[src/rtl/serial_word_collector.sv]
// rtl/serial_word_collector.sv - LSB-first serial bit collector with valid/ready word output and overrun flag
// Optional: define SERIAL_WORD_COLLECTOR_PARITY_EN to add word_par (XOR of word_out).
module serial_word_collector #(
  parameter int WIDTH = 8
) (
  input  logic             clk,
  input  logic             rst_n,
  input  logic             bit_valid,
  input  logic             start,
  input  logic             z_in,
  input  logic             word_ready,
  input  logic             clr_ovr,
  output logic [WIDTH-1:0] word_out,
  output logic             word_valid,
  output logic             overrun
`ifdef SERIAL_WORD_COLLECTOR_PARITY_EN
  ,
  output logic             word_par
`endif
);

  localparam int CW = $clog2(WIDTH + 1);
  localparam logic [CW-1:0] CNT_ONE  = CW'(1);
  localparam logic [CW-1:0] CNT_LAST = CW'(WIDTH - 1);
  localparam logic [CW-1:0] CNT_FULL = CW'(WIDTH);

  typedef enum logic {
    IDLE  = 1'b0,
    SHIFT = 1'b1
  } state_t;

  state_t           r_state;
  logic [WIDTH-1:0] r_sr;
  logic [CW-1:0]    r_cnt;
  logic [WIDTH-1:0] r_word;
  logic             r_valid;
  logic             r_ovr;

  // Shift-register candidates: first bit of a new word, or the next bit of a word in progress
  logic [WIDTH-1:0] w_sr_first;
  logic [WIDTH-1:0] w_sr_shift;
  logic [WIDTH-1:0] w_full;
  logic             w_done;
  logic             w_slot_free;

  generate
    if (WIDTH == 1) begin : g_w1
      assign w_sr_first = z_in;
      assign w_sr_shift = z_in;
    end else begin : g_wn
      assign w_sr_first = {z_in, {(WIDTH-1){1'b0}}};
      assign w_sr_shift = {z_in, r_sr[WIDTH-1:1]};
    end
  endgenerate

  // A word completes on the bit that fills it; a start bit only completes a 1-bit word
  assign w_done      = bit_valid && (start ? (WIDTH == 1)
                                           : (r_state == SHIFT && r_cnt == CNT_LAST));
  assign w_full      = start ? w_sr_first : w_sr_shift;
  assign w_slot_free = !r_valid || word_ready;

`ifdef SERIAL_WORD_COLLECTOR_PARITY_EN
  logic r_par;

  // Parity is captured alongside word_out so it obeys the same load/hold rules
  always_ff @(posedge clk or posedge rst_n) begin
    if (rst_n) begin
      r_par <= 1'b0;
    end else if (w_done && w_slot_free) begin
      r_par <= ^w_full;
    end
  end

  assign word_par = r_par;
`endif

  // Collector FSM, output slot and sticky overrun flag
  always_ff @(posedge clk or posedge rst_n) begin
    if (rst_n) begin
      r_state <= IDLE;
      r_sr    <= '0;
      r_cnt   <= '0;
      r_word  <= '0;
      r_valid <= 1'b0;
      r_ovr   <= 1'b0;
    end else begin
      if (bit_valid) begin
        if (start) begin
          // A start bit always begins a fresh word, silently abandoning any partial one
          r_sr <= w_sr_first;
          if (WIDTH == 1) begin
            r_state <= IDLE;
            r_cnt   <= CNT_FULL;
          end else begin
            r_state <= SHIFT;
            r_cnt   <= CNT_ONE;
          end
        end else if (r_state == SHIFT) begin
          r_sr <= w_sr_shift;
          if (r_cnt == CNT_LAST) begin
            r_state <= IDLE;
            r_cnt   <= CNT_FULL;
          end else begin
            r_cnt <= r_cnt + CNT_ONE;
          end
        end
      end

      if (w_done && w_slot_free) begin
        r_word  <= w_full;
        r_valid <= 1'b1;
      end else if (r_valid && word_ready) begin
        r_valid <= 1'b0;
      end

      // A drop on the same edge as clr_ovr leaves the flag set
      if (w_done && !w_slot_free) begin
        r_ovr <= 1'b1;
      end else if (clr_ovr) begin
        r_ovr <= 1'b0;
      end
    end
  end

  assign word_out   = r_word;
  assign word_valid = r_valid;
  assign overrun    = r_ovr;

endmodule

[config.mk]
export PLATFORM = sky130hd
export DESIGN_NAME = serial_word_collector
export DESIGN_NICKNAME = d
export VERILOG_FILES = /design/src/rtl/serial_word_collector.sv
export SDC_FILE = /design/constraint.sdc
export NUM_CORES = 1
export LEC_CHECK = 0
export ABC_AREA = 1
export BUFFER_PORTS_ARGS = -buffer_cell sky130_fd_sc_hd__buf_2
export CORE_UTILIZATION = 35
export CTS_CLUSTER_DIAMETER = 50
export DETAILED_ROUTE_END_ITERATION = 8
export GPL_ROUTABILITY_DRIVEN = 0
export SLEW_MARGIN = 20
export SYNTH_ARGS = -nofsm -noshare
export SYNTH_HDL_FRONTEND = slang
export SYNTH_SLANG_ARGS = --single-unit
[constraint.sdc]
create_clock -name clk -period 4.3 [get_ports clk]
set_clock_uncertainty 0.2 [all_clocks]
set_input_delay 1.075 -clock clk [delete_from_list [all_inputs] [get_ports clk]]
set_output_delay 1.075 -clock clk [all_outputs]
set_load 0.01 [all_outputs]
# [Word level (Yosys, flattened, before mapping)]
# Cells that the tools add are included.
[classes] addsub=1 n_eq_ne=1 n_mux=14 n_reduce_logical=12
[ops] operator="8-bit two-way mux" count=2
[ops] operator="4-bit two-way mux" count=3
[ops] operator="1-bit two-way mux" count=8
[ops] operator="7-bit two-way mux" count=1
[ops] operator="2-bit nonzero test" count=3
[ops] operator="1-bit logical AND" count=5
[ops] operator="4-bit by 1-bit adder with 4-bit output (second input constant)" count=1
[ops] operator="4-bit by 3-bit == test with 1-bit output (second input constant)" count=1
[ops] operator="1-bit zero test" count=2
[ops] operator="2-bit AND reduction" count=1
[ops] operator="1-bit logical OR" count=1
[word_totals] ff_bits=23 input_bits=7

# [Longest topological paths before layout]
[logic_depth] depth_word=6 depth_mapped=7 depth_no_buf=6

# [Worst setup path after synthesis]
# No wires, ideal clock.
[synth_timing] kind="in2reg" start="input start" end="register r_cnt[2]" t_arrival_ns=1.620 setup_slack_ns=2.359 stages=5 path_buffers=1 path_cell_list="buf_6 nand2_1 nand2_2 a21oi_1 nor2_1"
[synth_between] elab_chain_cells=2
[synth_rtl] item="from (decl)" line_no="9" source="input logic start,"
[synth_rtl] item="2-bit nonzero test (no source line)"
[synth_rtl] item="2-bit AND reduction (no source line)"
[synth_rtl] item="to (signal assigned)" line_no="104" source="r_cnt <= r_cnt + CNT_ONE;"
[synth_rtl] item="to (decl)" line_no="34" source="logic [CW-1:0] r_cnt;"
# Parallel ways exist; a longest one is shown, timed or not.
# A chain may end at the register's enable or synchronous reset.

# [Worst setup path after layout]
[layout_timing] start="register r_word[4], in the netlist word_out[4]" end="output word_out[4]"
[layout_lines] item="from (decl)" line_no="35" source="logic [WIDTH-1:0] r_word;"
[layout_lines] item="from (signal assigned)" line_no="110" source="r_word <= w_full;"
[layout_lines] item="to (decl)" line_no="13" source="output logic [WIDTH-1:0] word_out,"
# No word-level cell between the ends.

==> results.toml <==
[cells_and_area]
register_area_um2 = 551
drive_gt1_share_pct = 19.7
post-route-util_pct = 43.2
fin_nets = 136
multiInputGateArea_um2 = 349
fillers = 264
syn2layout_area_growth_pct = 12.4
antennaDiodeCount = 0

[clock_tree]
post-cts-setup-buffer-count = 0
post_cts_resized = 0
cts.sinks = 22
clkSlewWorstSetupHoldPaths_ps = 120
clock_path_buffers = 2
hold_buffers = 0
cts-buffers-inserted = 3
root_buffer = "clkbuf_4"
clk_latency_ps = 310
htree_levels = 1
cts_tree = "done"

[worst_setup_path]
worst-path-stages = 1
crit_path_start = "word_out[4]$_DFFE_PP0P_"
cp_max_fo = 2
path_class = "flip-flop to output port"
critical_path.cell_chain = "buf_2"
worstReg2RegEnd = "word_out[5]$_DFFE_PP0P_"
required_ps = 3020
endpoint_kind = "output port"
r2r-start = "r_cnt[0]$_DFFE_PP0P_"
reg2reg_slack_ps = 2620
cp_num_buf_inv = 1
cp_top_family = "flip-flops"
crit_path_start_kind = "flip-flop"
r2r_cells = 6
cpMaxStageDelayCell = "dfrtp_1"
critPathCapture = "word_out[4]"
cpPeakStageDelay_ps = 410
critPathArrivalTime_ps = 850

[sta]
drv_slew = 0
worst_pin_slew_ps = 826
hold_viol_final = 0
fin_crit_ps = 2130
tns_ps = 0
fmax_mhz = 470
rsz0062_at_grt = "no"
setup_viol = 0
min_period_over_period_pct = 49.5
slew_headroom_pct = 44.9

[floorplanning]
rows = 18
start_util_pct = 38.5
die_area_um2 = 3040
num_io_pins = 17
die_y_um = 55.1
core_um2 = 2570
die_w_um = 55.1

[route]
ant_nets = 0
vias = 744
drt_iter0_drc = 29
drt-pass1-iter-count = 4
wire_per_inst_um = 11.6
wl_um = 1820
avgViaCountPerCell = 4.74
post-route-drc-count = 0

[logic_synthesis]
ys_ff_latch = 22
ys_seq_area_share_pct = 55.8
synth_cells = 111
synth_area_per_cell_um2 = 8.89
yosys_warnings = 0
syn-cell-area_um2 = 987
synthDistinctLibCells = 16
syn_nets = 119

[power]
p_leak_nw = 0.607
ir_drop_v = 0.000239
p_sw_w = 0.000111
power-per-cell-area_nw_per_um2 = 364
p_comb_share_pct = 13.4
p_int_w = 0.000293
clock_power_share_pct = 28.7
p_seq_share_pct = 57.8
p_sw_share_pct = 27.5

[global_route]
overflow = 0
grt_pass1_vias = 643
grt_max_degree = 23
grt_usage_pct = 14.8
grt_pass1_wl_um = 2930
antenna_found_initial = 0

[worst_hold_path]
hold_class = "flip-flop to flip-flop"

[placement]
io_buffer_count = 16
post-dp-hpwl_um = 1350

[job]
maxCapViolations = 0

[run_status]
status = "complete, no violations"
## power by group through the flow
stage	logic, W	clock network, W	registers [W]
2_1_floorplan	0.0000388	0	0.000238
3_3_place_gp	0.0000541	0	0.000237
3_5_place_dp	0.0000551	0	0.000238
4_1_cts	0.0000553	0.000119	0.000234
5_1_grt	0.0000646	0.000127	0.000236
6_report	0.0000543	0.000116	0.000234
## state kept, by name, summed over array words and instances (netlist names)
name,flops
overrun,1
r_cnt,4
word_out,8
word_valid,1
r_sr,7
r_state,1
## how the worst min path moves through the flow
stage	from	to	slack, ps	depth (start not counted)
floorplan	r_state$_DFFE_PP0P_	r_state$_DFFE_PP0P_	260	2
global placement	word_out[6]$_DFFE_PP0P_	word_out[6]$_DFFE_PP0P_	260	2
detailed placement	word_out[0]$_DFFE_PP0P_	word_out[0]$_DFFE_PP0P_	260	2
CTS	word_out[0]$_DFFE_PP0P_	word_out[0]$_DFFE_PP0P_	290	2
global route	word_out[0]$_DFFE_PP0P_	word_out[0]$_DFFE_PP0P_	300	2
finish	word_out[3]$_DFFE_PP0P_	word_out[3]$_DFFE_PP0P_	290	2
## logic make-up after synthesis
logic type / Yosys count / share of synthesized area, %
and+or+nand+nor: 57 / 27.2
adders and majority gates: 1 / 1.27
AOI/OAI and AO/OA: 12 / 6.84
buffers and inverters: 19 / 8.87
DFF: 22 / 55.8
## through the flow
step                setup slack (ps)  cells  power [W]  area, um^2  hold WS, ps
floorplan                       2360    111   0.000277         987          260
global placement                2110    153   0.000291        1070          259
detailed placement              2060    153   0.000293        1070          260
CTS                             2150    157   0.000407        1110          290
global route                    2110    157   0.000427        1110          302
finish                          2170    157   0.000404        1110          288
## Yosys cell counts, drive strengths merged
cell type | instances | share of area, %
buf | 4 | 3.2
dfrtp | 22 | 56
inv | 15 | 5.7
nor2 | 10 | 5.3
ha | 1 | 1.3
nand2 | 32 | 13
nand4 | 9 | 5.7
nand3 | 6 | 3.5
o22ai | 6 | 3.8
o21ai | 5 | 2.5
a21oi | 1 | 0.51
## area by class of cell
cell class	instances	area share, %
clock buffer	4	3.27
multi-input combinational	70	31.5
timing repair buffer	16	7.22
sequential	22	49.6
inverter	15	5.07
tap	30	3.38
## routing by layer
metal  track usage, %  wire length, um  up-vias  share of wire (%)
met2             21.9              759       15                 42
met3             3.28               56        5                3.1
met4             10.0               52        0                2.9
met1             19.1              947      331                 52
li1                 -                -      393                  -
met5                0                0        -                  0
## layout by cell type, fill, tap and decap left out
master and n:
nand2_2 2, ha_1 1, nand3_2 1, dfrtp_1 22
inv_1 15, clkbuf_4 3, a21oi_1 1, clkbuf_8 1
nand3_1 5, nor2_1 8, nand4_1 9, nor2_4 2
buf_2 16, nand2_1 30, o21ai_0 5, o22ai_1 6
(Power assumes the default switching activity.)
